--- src/rtl/reg_writeback_arbiter_pkg.sv ---
// ---------------------------------------------------------------------------
// wb_pkg
//   Shared types for the register-file writeback arbiter.
//   XLEN       : result / write-data width
//   REG_AW     : register address width
//   wb_entry_t : one buffered result {rd, data}
//   wb_sel_t   : which source drives the write port in a given cycle
// ---------------------------------------------------------------------------
package wb_pkg;
    localparam int XLEN   = 32;
    localparam int REG_AW = 5;

    typedef struct packed {
        logic [REG_AW-1:0] rd;
        logic [XLEN-1:0]   data;
    } wb_entry_t;

    typedef enum logic [1:0] {
        SEL_NONE,
        SEL_ALU,
        SEL_MEM
    } wb_sel_t;
endpackage

--- src/rtl/reg_writeback_arbiter_if.sv ---
// ---------------------------------------------------------------------------
// wb_if
//   Bundles the ALU result port, the MEM valid/ready port, the register-file
//   write port and (when WB_FWD_EN is defined) the forwarding lookup port.
//   Modports:
//     slave  : arbiter side (consumes results, drives the write port)
//     master : producer / register-file side
//   Optional macro: WB_FWD_EN adds fwd_rs1/2 (in), fwd_hit1/2, fwd_data1/2 (out).
// ---------------------------------------------------------------------------
interface wb_if;
    import wb_pkg::*;

    logic              alu_valid;
    logic [REG_AW-1:0] alu_rd;
    logic [XLEN-1:0]   alu_data;
    logic              alu_stall;

    logic              mem_valid;
    logic              mem_ready;
    logic [REG_AW-1:0] mem_rd;
    logic [XLEN-1:0]   mem_data;

    logic              regWrite;
    logic [REG_AW-1:0] rd;
    logic [XLEN-1:0]   writeData;
    logic              busy;

`ifdef WB_FWD_EN
    logic [REG_AW-1:0] fwd_rs1;
    logic [REG_AW-1:0] fwd_rs2;
    logic              fwd_hit1;
    logic              fwd_hit2;
    logic [XLEN-1:0]   fwd_data1;
    logic [XLEN-1:0]   fwd_data2;
`endif

    modport slave (
        input  alu_valid, alu_rd, alu_data,
        output alu_stall,
        input  mem_valid, mem_rd, mem_data,
        output mem_ready,
        output regWrite, rd, writeData, busy
`ifdef WB_FWD_EN
        ,
        input  fwd_rs1, fwd_rs2,
        output fwd_hit1, fwd_hit2, fwd_data1, fwd_data2
`endif
    );

    modport master (
        output alu_valid, alu_rd, alu_data,
        input  alu_stall,
        output mem_valid, mem_rd, mem_data,
        input  mem_ready,
        input  regWrite, rd, writeData, busy
`ifdef WB_FWD_EN
        ,
        output fwd_rs1, fwd_rs2,
        input  fwd_hit1, fwd_hit2, fwd_data1, fwd_data2
`endif
    );
endinterface

--- src/rtl/reg_writeback_arbiter_fifo.sv ---
// ---------------------------------------------------------------------------
// wb_fifo
//   DEPTH-entry FIFO of wb_entry_t holding accepted MEM results.
//   Ports:
//     clk, rst_n   : clock, asynchronous active-low reset (empties the FIFO)
//     push/pushEntry : write an entry (ignored when full)
//     pop          : drop the head entry (ignored when empty)
//     full/empty   : status from the registered count
//     head         : current oldest entry
//     entryAge/validAge (WB_FWD_EN only): entries re-ordered oldest (index 0)
//                    to youngest, with a valid bit per slot, for forwarding.
//   DEPTH must be a power of two (>= 2) so pointers wrap for free.
// ---------------------------------------------------------------------------
module wb_fifo
    import wb_pkg::*;
#(
    parameter int DEPTH = 4
) (
    input  logic      clk,
    input  logic      rst_n,
    input  logic      push,
    input  wb_entry_t pushEntry,
    input  logic      pop,
    output logic      full,
    output logic      empty,
    output wb_entry_t head
`ifdef WB_FWD_EN
    ,
    output wb_entry_t        entryAge [DEPTH],
    output logic [DEPTH-1:0] validAge
`endif
);
    localparam int AW   = $clog2(DEPTH);
    localparam int CNTW = AW + 1;

    wb_entry_t       memArr [DEPTH];
    logic [AW-1:0]   wrPtrReg, rdPtrReg;
    logic [CNTW-1:0] countReg;
    logic            doPush, doPop;

    assign full   = (countReg == CNTW'(DEPTH));
    assign empty  = (countReg == '0);
    assign doPush = push && !full;
    assign doPop  = pop && !empty;
    assign head   = memArr[rdPtrReg];

    always_ff @(posedge clk or negedge rst_n) begin
        if (!rst_n) begin
            wrPtrReg <= '0;
            rdPtrReg <= '0;
            countReg <= '0;
        end else begin
            if (doPush) wrPtrReg <= wrPtrReg + 1'b1;
            if (doPop)  rdPtrReg <= rdPtrReg + 1'b1;
            case ({doPush, doPop})
                2'b10:   countReg <= countReg + 1'b1;
                2'b01:   countReg <= countReg - 1'b1;
                default: countReg <= countReg;
            endcase
        end
    end

    // Storage needs no reset: the count alone decides which slots are live.
    always_ff @(posedge clk) begin
        if (doPush) memArr[wrPtrReg] <= pushEntry;
    end

`ifdef WB_FWD_EN
    for (genvar gi = 0; gi < DEPTH; gi++) begin : g_age
        logic [AW-1:0] ageIdx;
        assign ageIdx       = rdPtrReg + AW'(gi);
        assign entryAge[gi] = memArr[ageIdx];
        assign validAge[gi] = (CNTW'(gi) < countReg);
    end
`endif
endmodule

--- src/rtl/reg_writeback_arbiter.sv ---
// ---------------------------------------------------------------------------
// reg_writeback_arbiter
//   Writeback front-end for the single register-file write port. Merges a
//   priority single-cycle ALU result with FIFO-buffered MEM results; a starve
//   counter stalls the ALU for one cycle once the FIFO head has waited
//   STARVE_MAX cycles. Writes to x0 are dropped here.
//   Ports:
//     clk    : clock, rising edge
//     rst_n  : asynchronous active-low reset
//     bus    : wb_if.slave (ALU port, MEM valid/ready port, write port, busy,
//              and the forwarding port when WB_FWD_EN is defined)
//   Parameters: DEPTH (FIFO entries, power of 2, >= 2), STARVE_MAX.
//   Optional macro: WB_FWD_EN enables the combinational forwarding lookup.
// ---------------------------------------------------------------------------
module reg_writeback_arbiter
    import wb_pkg::*;
#(
    parameter int DEPTH      = 4,
    parameter int STARVE_MAX = 8
) (
    input logic clk,
    input logic rst_n,
    wb_if.slave bus
);
    localparam int                 CW         = $clog2(STARVE_MAX + 1);
    localparam logic [CW-1:0]      STARVE_LIM = CW'(STARVE_MAX);

    wb_entry_t         pushEntry, fifoHead;
    logic              fifoFull, fifoEmpty;
    logic              memReady, pushReq, popReq, stall;
    wb_sel_t           sel;
    logic [CW-1:0]     starveReg, starveNext;
    logic              regWriteReg;
    logic [REG_AW-1:0] rdReg;
    logic [XLEN-1:0]   writeDataReg;

`ifdef WB_FWD_EN
    wb_entry_t         entryAge [DEPTH];
    logic [DEPTH-1:0]  validAge;
`endif

    // Gated by rst_n so the producer sees not-ready for the whole reset window.
    assign memReady  = rst_n && !fifoFull;
    // An accepted MEM result aimed at x0 completes its handshake but is not stored.
    assign pushReq   = bus.mem_valid && memReady && (bus.mem_rd != '0);
    assign pushEntry = '{rd: bus.mem_rd, data: bus.mem_data};
    assign stall     = (starveReg == STARVE_LIM) && !fifoEmpty;

    wb_fifo #(.DEPTH(DEPTH)) u_fifo (
        .clk       (clk),
        .rst_n     (rst_n),
        .push      (pushReq),
        .pushEntry (pushEntry),
        .pop       (popReq),
        .full      (fifoFull),
        .empty     (fifoEmpty),
        .head      (fifoHead)
`ifdef WB_FWD_EN
        ,
        .entryAge  (entryAge),
        .validAge  (validAge)
`endif
    );

    // Source selection. An ALU result to x0 is consumed without a write and
    // falls through, so the FIFO head may still drain that cycle.
    always_comb begin
        sel = SEL_NONE;
        if (stall)
            sel = SEL_MEM;
        else if (bus.alu_valid && (bus.alu_rd != '0))
            sel = SEL_ALU;
        else if (!fifoEmpty)
            sel = SEL_MEM;
    end

    assign popReq = (sel == SEL_MEM);

    always_comb begin
        starveNext = starveReg;
        if (fifoEmpty || popReq)
            starveNext = '0;
        else if (starveReg != STARVE_LIM)
            starveNext = starveReg + 1'b1;
    end

    always_ff @(posedge clk or negedge rst_n) begin
        if (!rst_n) begin
            starveReg    <= '0;
            regWriteReg  <= 1'b0;
            rdReg        <= '0;
            writeDataReg <= '0;
        end else begin
            starveReg <= starveNext;
            case (sel)
                SEL_ALU: begin
                    regWriteReg  <= 1'b1;
                    rdReg        <= bus.alu_rd;
                    writeDataReg <= bus.alu_data;
                end
                SEL_MEM: begin
                    regWriteReg  <= 1'b1;
                    rdReg        <= fifoHead.rd;
                    writeDataReg <= fifoHead.data;
                end
                default: regWriteReg <= 1'b0;   // rd/writeData hold
            endcase
        end
    end

    assign bus.mem_ready = memReady;
    assign bus.alu_stall = stall;
    assign bus.regWrite  = regWriteReg;
    assign bus.rd        = rdReg;
    assign bus.writeData = writeDataReg;
    assign bus.busy      = !fifoEmpty || regWriteReg;

`ifdef WB_FWD_EN
    // Scan oldest to youngest so the youngest match overrides; the pending
    // output register is older than every FIFO entry, so it is checked first.
    always_comb begin
        bus.fwd_hit1  = 1'b0;
        bus.fwd_hit2  = 1'b0;
        bus.fwd_data1 = '0;
        bus.fwd_data2 = '0;
        if (regWriteReg && (rdReg == bus.fwd_rs1) && (bus.fwd_rs1 != '0)) begin
            bus.fwd_hit1  = 1'b1;
            bus.fwd_data1 = writeDataReg;
        end
        if (regWriteReg && (rdReg == bus.fwd_rs2) && (bus.fwd_rs2 != '0)) begin
            bus.fwd_hit2  = 1'b1;
            bus.fwd_data2 = writeDataReg;
        end
        for (int k = 0; k < DEPTH; k++) begin
            if (validAge[k] && (entryAge[k].rd == bus.fwd_rs1) && (bus.fwd_rs1 != '0)) begin
                bus.fwd_hit1  = 1'b1;
                bus.fwd_data1 = entryAge[k].data;
            end
            if (validAge[k] && (entryAge[k].rd == bus.fwd_rs2) && (bus.fwd_rs2 != '0)) begin
                bus.fwd_hit2  = 1'b1;
                bus.fwd_data2 = entryAge[k].data;
            end
        end
    end
`endif
endmodule

--- src/flat_wrapper.sv ---
// flat-port wrapper written by rule: the top's interface ports become plain ports
module reg_writeback_arbiter_flat import wb_pkg::*;
#(
    parameter int DEPTH      = 4,
    parameter int STARVE_MAX = 8
)
  (clk, rst_n, bus_alu_valid, bus_alu_rd, bus_alu_data, bus_alu_stall, bus_mem_valid, bus_mem_rd, bus_mem_data, bus_mem_ready, bus_regWrite, bus_rd, bus_writeData, bus_busy);
  wb_if bus_i ();
  input logic clk;
  input logic rst_n;
  input wire logic [$bits(bus_i.alu_valid)-1:0] bus_alu_valid;
  input wire logic [$bits(bus_i.alu_rd)-1:0] bus_alu_rd;
  input wire logic [$bits(bus_i.alu_data)-1:0] bus_alu_data;
  output wire logic [$bits(bus_i.alu_stall)-1:0] bus_alu_stall;
  input wire logic [$bits(bus_i.mem_valid)-1:0] bus_mem_valid;
  input wire logic [$bits(bus_i.mem_rd)-1:0] bus_mem_rd;
  input wire logic [$bits(bus_i.mem_data)-1:0] bus_mem_data;
  output wire logic [$bits(bus_i.mem_ready)-1:0] bus_mem_ready;
  output wire logic [$bits(bus_i.regWrite)-1:0] bus_regWrite;
  output wire logic [$bits(bus_i.rd)-1:0] bus_rd;
  output wire logic [$bits(bus_i.writeData)-1:0] bus_writeData;
  output wire logic [$bits(bus_i.busy)-1:0] bus_busy;
  assign bus_i.alu_valid = bus_alu_valid;
  assign bus_i.alu_rd = bus_alu_rd;
  assign bus_i.alu_data = bus_alu_data;
  assign bus_alu_stall = bus_i.alu_stall;
  assign bus_i.mem_valid = bus_mem_valid;
  assign bus_i.mem_rd = bus_mem_rd;
  assign bus_i.mem_data = bus_mem_data;
  assign bus_mem_ready = bus_i.mem_ready;
  assign bus_regWrite = bus_i.regWrite;
  assign bus_rd = bus_i.rd;
  assign bus_writeData = bus_i.writeData;
  assign bus_busy = bus_i.busy;
  reg_writeback_arbiter #(.DEPTH(DEPTH), .STARVE_MAX(STARVE_MAX)) u_core (.clk(clk), .rst_n(rst_n), .bus(bus_i));
endmodule
--- config.mk ---
export PLATFORM = sky130hd
export DESIGN_NAME = reg_writeback_arbiter_flat
export DESIGN_NICKNAME = d
export VERILOG_FILES = /design/src/rtl/reg_writeback_arbiter_pkg.sv /design/src/rtl/reg_writeback_arbiter_if.sv /design/src/rtl/reg_writeback_arbiter_fifo.sv /design/src/rtl/reg_writeback_arbiter.sv /design/src/flat_wrapper.sv
export SDC_FILE = /design/constraint.sdc
export NUM_CORES = 1
export LEC_CHECK = 0
export ABC_CLOCK_PERIOD_IN_PS = 7400
export CAP_MARGIN = 15
export CELL_PAD_IN_SITES_DETAIL_PLACEMENT = 1
export CELL_PAD_IN_SITES_GLOBAL_PLACEMENT = 1
export CORE_ASPECT_RATIO = 0.8
export CORE_UTILIZATION = 41
export CTS_CLUSTER_SIZE = 16
export DETAILED_ROUTE_END_ITERATION = 12
export GPL_ROUTABILITY_DRIVEN = 0
export GPL_TIMING_DRIVEN = 1
export PLACE_DENSITY_LB_ADDON = 0.05
export SYNTH_ARGS = -nofsm -noshare
export SYNTH_HDL_FRONTEND = slang
export SYNTH_SLANG_ARGS = --single-unit
--- constraint.sdc ---
create_clock -name clk -period 7.4 [get_ports clk]
set_input_delay 1.11 -clock clk [delete_from_list [all_inputs] [get_ports clk]]
set_output_delay 1.11 -clock clk [all_outputs]
set_load 0.005 [all_outputs]
==> results by group, run 1 <==
Run status
  – Status: complete, no violations

Clock network
  – Clock sink total: 197
  – Htree depth: 4
  – Worst-Skew Late Latency: 0.43 ns
  – Post-CTS resize count: 0
  – Total CTS buffers: 17
  – TritonCTS clock tree: done
  – Clock-pin slew on the worst setup and hold paths: 0.07 ns
  – Clock buffer depth: 2
  – Post-CTS setup buffers: 0
  – Clock root cell: clkbuf_16
  – Hold-fix buffers at CTS: 0

Global routing
  – GR Util met2: 0.3060
  – Met3 global-route usage: 0.04454
  – Largest net degree at the start of global routing: 77
  – Met1 global-route usage: 0.2405
  – GR Overflow Total: 0
  – First-pass GRT wire length: about 26000 um
  – Tot GR Track Use: 0.1836
  – Vias in the first global route: between 4000 and 5000
  – Most crowded layer after global routing: met2
  – Initial antenna violation count: 0

Placed design
  – Placed cells: 746
  – Port buffer count: 118
  – Final HPWL DP: 9520 um

Power and ir drop
  – Power Dens Cells: between 300 and 400 nW/um^2
  – Leak: about 3.3 nW
  – Peak supply drop: 0.0001553 V
  – Total power: between 0.003 and 0.004 W

Worst setup path
  – WP data arrival: approximately 4.6 ns
  – Kind of critical path: in2reg
  – Crit start category: input port
  – Worst-path fanout max: 40
  – Worst path required time: 7.76 ns
  – Crit. End Element: flip-flop

STA
  – Hold Violations, Final: 0
  – Fin Setup TNS: 0 ns
  – Fin crit period: 4.234 ns
  – Relative slew slack: 0.2607
  – Clock Skew: 0.01551 ns
  – Hold_ws: roughly 0.51 ns
  – RSZ-0062 raised after global routing: no
  – FMAX: 236.2 MHz
  – Final worst-path cycle share: 0.5721
  – Setup violations, final: 0
  – Final max-slew violation count: 0
  – Worst slew pin tran: 1.109 ns

Detailed routing
  – Antenna Nets Post-Route: 0
  – Drc violations: 0
  – Drt wl/cell: between 20 and 25 um
  – Via count: 4119
  – Vias/cell: roughly 5.3
  – Iter 0 DRT Violations: 187
  – DRT Pass-1 Iters: 5
  – Final wirelength: roughly 16000 um

Logic synthesis
  – Adder-cell share of the synthesized area: 0.01563
  – Synth warnings: 0
  – Flops & latches, synth: 197
  – Post-synthesis mux area share: 0.1099
  – Synthesized cell area: ~7700 um^2
  – Post-Syn Area per Cell: 19.41 um^2
  – Seq/Total Area, Yosys: 0.7379
  – Compound-cell area share of the yosys netlist: 0.05194
  – Mapped Cells: 396
  – Syn nets: 483
  – Netlist cell types: 30
  – Synth Area in Simple Gates: 0.05536
  – Main combinational cell family by area after synthesis: multiplexers
  – Xor/xnor share of the synthesized area: 0.01026

Floorplanning
  – Boundary Pins: 119
  – Row cnt: 44
  – Core Area: between 15000 and 20000 um^2
  – Die Y-Extent: 124.5 um
  – Initial Utilization: 0.4217
  – Die Width: roughly 160 um
  – Die area: 19300 um^2

Job
  – MaxCap Viol Count: 0

Finish
  – ANT cells: 0
  – Nets@finish: 599
  – Ratio of cells with drive above 1 in the final layout: 0.1543
  – Fin cells: 778
  – Commonest non-fill, non-tap cell in the layout: edfxtp_1
  – Area Growth Syn to Fin: 26.31%
  – Final design utilization: 0.5327
  – Most frequent cells in the layout: edfxtp_1 (148), clkdlybuf4s50_1 (117), dfrtp_1 (47)

Hold path
  – Hold crit path type: reg2reg
[metal layers]
layer,wire length (um),share of wire
met1,7545,0.46
met2,8200,0.50
met3,606,0.037
met4,125,0.0076
met5,0,0
[sequential cells by signal, indices dropped and copies added (netlist names)]
| register | count |
|---|---|
| u_core.u_fifo.countReg | 3 |
| u_core.bus.writeData | 32 |
| u_core.u_fifo.wrPtrReg | 2 |
| u_core.starveReg | 4 |
| u_core.u_fifo.rdPtrReg | 2 |
| u_core.bus.regWrite | 1 |
| u_core.u_fifo.memArr | 148 |
| u_core.bus.rd | 5 |
[Yosys cell counts]
library cell    n  area share
a21oi_1         1     0.00065
a221o_1        36       0.047
a22oi_1         1     0.00098
a31oi_1         1     0.00081
and2_1          5      0.0041
buf_1           4      0.0020
buf_2           3      0.0020
buf_6           2      0.0029
clkbuf_1       15      0.0073
dfrtp_1        49        0.16
edfxtp_1      148        0.58
fa_1            1      0.0026
ha_1            8       0.013
inv_1          10      0.0049
mux2_2          1      0.0015
mux4_2         37        0.11
nand2_1         7      0.0034
nand2b_1        2      0.0016
nand3_1         1     0.00065
nor2_1          8      0.0039
nor2b_1         1     0.00081
nor3_1          2      0.0013
nor3b_1        36       0.035
o211a_1         1      0.0013
o21ai_0         2      0.0013
or2_2           2      0.0016
or3_1           1     0.00081
or4_1           2      0.0020
xnor2_1         5      0.0057
xor2_1          4      0.0046
[through the flow]
stage | setup slack (ns) | area, um^2
detailed placement | 2.678 | 9109
global route | 2.814 | 9707
floorplan | 3.771 | 7685
finish | 3.166 | 9707
global placement | 2.810 | 9109
CTS | 3.104 | 9707
[layout make-up]
class	instances	area (um^2)
multi-input cells	165	1883
inverters	10	37.54
clock buffers	22	508.0
clock inverters	10	90.09
flip-flops and latches	197	5673
repair buffers	121	1199
fillers	1634	8516
well taps	253	316.6
[power by group]
group | total [W] | internal, W | switching [W] | leakage [nW]
sequential | 0.00159 | 0.00141 | 0.000181 | 1.94
combinational | 0.000962 | 0.000566 | 0.000396 | 1.11
clock | 0.000928 | 0.000525 | 0.000403 | 0.286
[critical path: stages]
cell             delay, ns
clkdlybuf4s50_1       0.42
or4_1                 0.51
o21ai_0               0.24
nor2_1                0.07
nor2_1                0.11
ha_2                  0.78
and2_1                0.30
ha_1                  0.20
inv_1                 0.06
fa_1                  0.37
xor2_1                0.15
nor2_1                0.11
xor2_1                0.15
[path summary, 6_finish.rpt]
check	endpoint	startpoint	slack [ns]	depth (start not counted)
setup / recovery	u_core.u_fifo.countReg[2]	bus_alu_rd[1]	3.17	13
hold / removal	u_core.bus.writeData[9]	u_core.bus.writeData[9]	0.51	1
setup reg to reg	u_core.u_fifo.countReg[2]	u_core.starveReg[0]	3.82	14
hold reg to reg	u_core.bus.writeData[9]	u_core.bus.writeData[9]	0.51	1
max in group asynchronous	u_core.u_fifo.rdPtrReg[1]	rst_n	6.04	2
min in group asynchronous	u_core.starveReg[2]	rst_n	0.83	2
[kinds of logic (layout without fill, tap and decap cells)]
group                    after synthesis  after routing
adder cells (fa/ha/maj)                9              9
AO/OA/AOI/OAI                         42             42
flip-flops                           197            197
multiplexers                          38             38
XOR/XNOR                               9              9
AND/OR/NAND/NOR                       67             67
buffers and inverters                 34            163
Note: power is estimated with default switching activity, not from simulation.
==> run 2: changes to the inputs <==
--- a/config.mk
+++ b/config.mk
@@ -5,7 +5,7 @@
 export SDC_FILE = /design/constraint.sdc
 export NUM_CORES = 1
 export LEC_CHECK = 0
-export ABC_CLOCK_PERIOD_IN_PS = 7400
+export ABC_CLOCK_PERIOD_IN_PS = 3600
 export CAP_MARGIN = 15
 export CELL_PAD_IN_SITES_DETAIL_PLACEMENT = 1
 export CELL_PAD_IN_SITES_GLOBAL_PLACEMENT = 1
==> constraint.sdc (replaced) <==
create_clock -name clk -period 3.6 [get_ports clk]
set_input_delay 0.54 -clock clk [delete_from_list [all_inputs] [get_ports clk]]
set_output_delay 0.54 -clock clk [all_outputs]
set_load 0.005 [all_outputs]
==> run 2 against run 1 <==
Effect of this change: worst hold slack worse by 0.26 ns; clock skew down 0.0038 ns; global-route usage decreased by 0.19 points; total power increased by 110%; clock-buffer cell count down 2; largest power group unchanged.
==> results by group, run 2 (synthesis gave the netlist of run 1 again) <==
STA
  – Hold Violations, Final: 0 (unchanged)
  – Worst slew pin tran: 1.097 ns (-0.01224 ns)
  – Final max-slew violation count: 0 (unchanged)
  – Setup violations, final: 0 (unchanged)
  – Fin Setup TNS: 0 ns (unchanged)
  – RSZ-0062 raised after global routing: no
  – Relative slew slack: 0.2689 (+0.008159)
  – Final worst-path cycle share: 0.8289
  – Fin crit period: 2.984 ns
  – FMAX: 335.1 MHz
  – Clock Skew: 0.01167 ns (-0.003843 ns)

Finish
  – Fin cells: 784 (+0.77%)
  – Biggest register: u_core.u_fifo.memArr
  – Commonest non-fill, non-tap cell in the layout: edfxtp_1
  – Ratio of cells with drive above 1 in the final layout: 0.1638 (+0.009556)
  – Nets@finish: 605 (+1.0%)
  – Fillers: 1637 (+0.18%)
  – ANT cells: 0 (unchanged)
  – Max reg flops: 148 (unchanged)
  – Area Growth Syn to Fin: 27.61%
  – Most frequent cells in the layout: edfxtp_1 (148), clkdlybuf4s50_1 (117), dfrtp_1 (47)

Worst setup path
  – FF-to-FF path depth: 14 (unchanged)
  – Kind of critical path: in2reg
  – Crit start category: input port
  – Crit. End Element: flip-flop
  – Worst path required time: 3.94 ns (-3.82 ns)
  – WP data arrival: 3.33 ns (-1.26 ns)
  – Setup crit start: bus_alu_rd[1]
  – Reg2reg end: u_core.u_fifo.countReg[2]
  – Reg2Reg Setup Slack: 0.73 ns (-3.09 ns)
  – Worst Setup EP: u_core.u_fifo.countReg[2]
  – Worst-path fanout max: 2 (-95%)
  – Worst r2r src: u_core.starveReg[0]

Global routing
  – Vias in the first global route: 4384 (-2.3%)
  – GR Overflow Total: 0 (unchanged)
  – Tot GR Track Use: 0.1816 (-0.001949)
  – First-pass GRT wire length: 25510 um (-1.5%)
  – Initial antenna violation count: 0 (unchanged)
  – Largest net degree at the start of global routing: 50 (-35%)

Hold path
  – Hold crit path type: in2async

Power and ir drop
  – Power Dens Cells: 751.7 nW/um^2 (+110%)
  – Leak: 3.380 nW (+1.5%)
  – Peak supply drop: 0.0003622 V (+130%)

Clock network
  – Hold-fix buffers at CTS: 0 (unchanged)
  – Total CTS buffers: 17 (unchanged)
  – Clock-pin slew on the worst setup and hold paths: 0.07 ns (about the same)
  – Clock buffer depth: 2 (unchanged)
  – Post-CTS setup buffers: 0 (unchanged)
  – Htree depth: 4 (unchanged)
  – Worst-Skew Late Latency: 0.43 ns (about the same)
  – TritonCTS clock tree: done
  – Post-CTS resize count: 0 (unchanged)
  – Clock root cell: clkbuf_16
  – Clock sink total: 197 (unchanged)

Run status
  – Status: complete, no violations

Detailed routing
  – Drc violations: 0 (unchanged)
  – Final wirelength: 16440 um (-0.26%)
  – Met1 Wirelength: 7552 um (about the same)
  – Met2 WL: 7919 um (-3.4%)
  – DRT Pass-1 Iters: 4 (-1)
  – Via count: 4072 (-1.1%)
  – Iter 0 DRT Violations: 152 (-19%)
  – Antenna Nets Post-Route: 0 (unchanged)
  – Top sig layer: met4
  – Drt wl/cell: 20.96 um (-1.0%)
  – Vias/cell: 5.194 (-1.9%)
  – WL met3: 832 um (+37%)

Floorplanning
  – Die area: 19300 um^2 (unchanged)
  – Row cnt: 44 (unchanged)
  – Core Area: 18220 um^2 (unchanged)
  – Boundary Pins: 119 (unchanged)
  – Initial Utilization: 0.4217 (unchanged)
  – Die Y-Extent: 124.5 um (unchanged)
  – Die Width: 155.1 um (unchanged)

Job
  – MaxCap Viol Count: 0 (unchanged)

Placed design
  – Port buffer count: 118 (unchanged)
  – Placed cells: 752 (+0.80%)
  – Final HPWL DP: 9920 um (+4.2%)
[run 2: changes by cell type in the layout (fill, tap and decap cells not counted), sizes merged]
cell / change
buf: +6
bufinv: +4
clkbuf: -2
inv: -2
[run 2: worst min path at each step]
stage | start | end | slack, ns | depth (start not counted)
final | rst_n | u_core.starveReg[1] | 0.25 | 2
after global routing | rst_n | u_core.starveReg[1] | 0.31 | 2
after CTS | rst_n | u_core.starveReg[1] | 0.28 | 2
after detailed placement | u_core.bus.writeData[4] | u_core.bus.writeData[4] | 0.51 | 1
after global placement | u_core.bus.writeData[0] | u_core.bus.writeData[0] | 0.50 | 1
after floorplan | rst_n | u_core.bus.rd[0] | 0.24 | 0
[run 2: area by class of cell]
| type | count | area, um^2 | share of cell area |
|---|---|---|---|
| repair buffers | 127 | 1256 | 0.1281 |
| flip-flops and latches | 197 | 5673 | 0.5785 |
| well taps | 253 | 316.6 | 0.03228 |
| multi-input cells | 165 | 1883 | 0.1920 |
| inverters | 10 | 37.54 | 0.003828 |
| clock inverters | 12 | 203.9 | 0.02080 |
| clock buffers | 20 | 436.7 | 0.04453 |
[run 2: critical path, cell delays in order]
cell	delay, ns
clkdlybuf4s50_1	0.42
or4_1	0.51
o21ai_0	0.26
nor2_1	0.08
nor2_1	0.11
ha_2	0.18
and2_1	0.16
ha_1	0.19
inv_1	0.06
fa_1	0.37
xor2_1	0.15
nor2_1	0.12
xor2_1	0.19
[run 2: routing by layer]
metal,global-route usage,vias up
met3,0.04732,11
met4,0.04485,0
met5,0,-
met1,0.2447,2104
met2,0.2944,112
li1,-,1845
[run 2: stage by stage]
step                      hold WS [ns]  worst slack, ns  instance area, um^2    util  total power, W
after floorplan                 0.2444           0.5415                 7685       -        0.004424
after global placement          0.4974           0.2872                 9166  0.5030        0.005337
after detailed placement        0.5053           0.1421                 9166  0.5030        0.005405
after CTS                       0.2786           0.5766                 9807  0.5382        0.007464
after global routing            0.3053           0.3034                 9807  0.5382        0.007744
final                           0.2536           0.6161                 9807  0.5382        0.007372
[run 2: report_power, final]
part	switching, W	internal [W]	leakage, nW
clock network	0.000829	0.00124	0.300
registers	0.000378	0.00291	1.94
logic	0.000819	0.00120	1.14
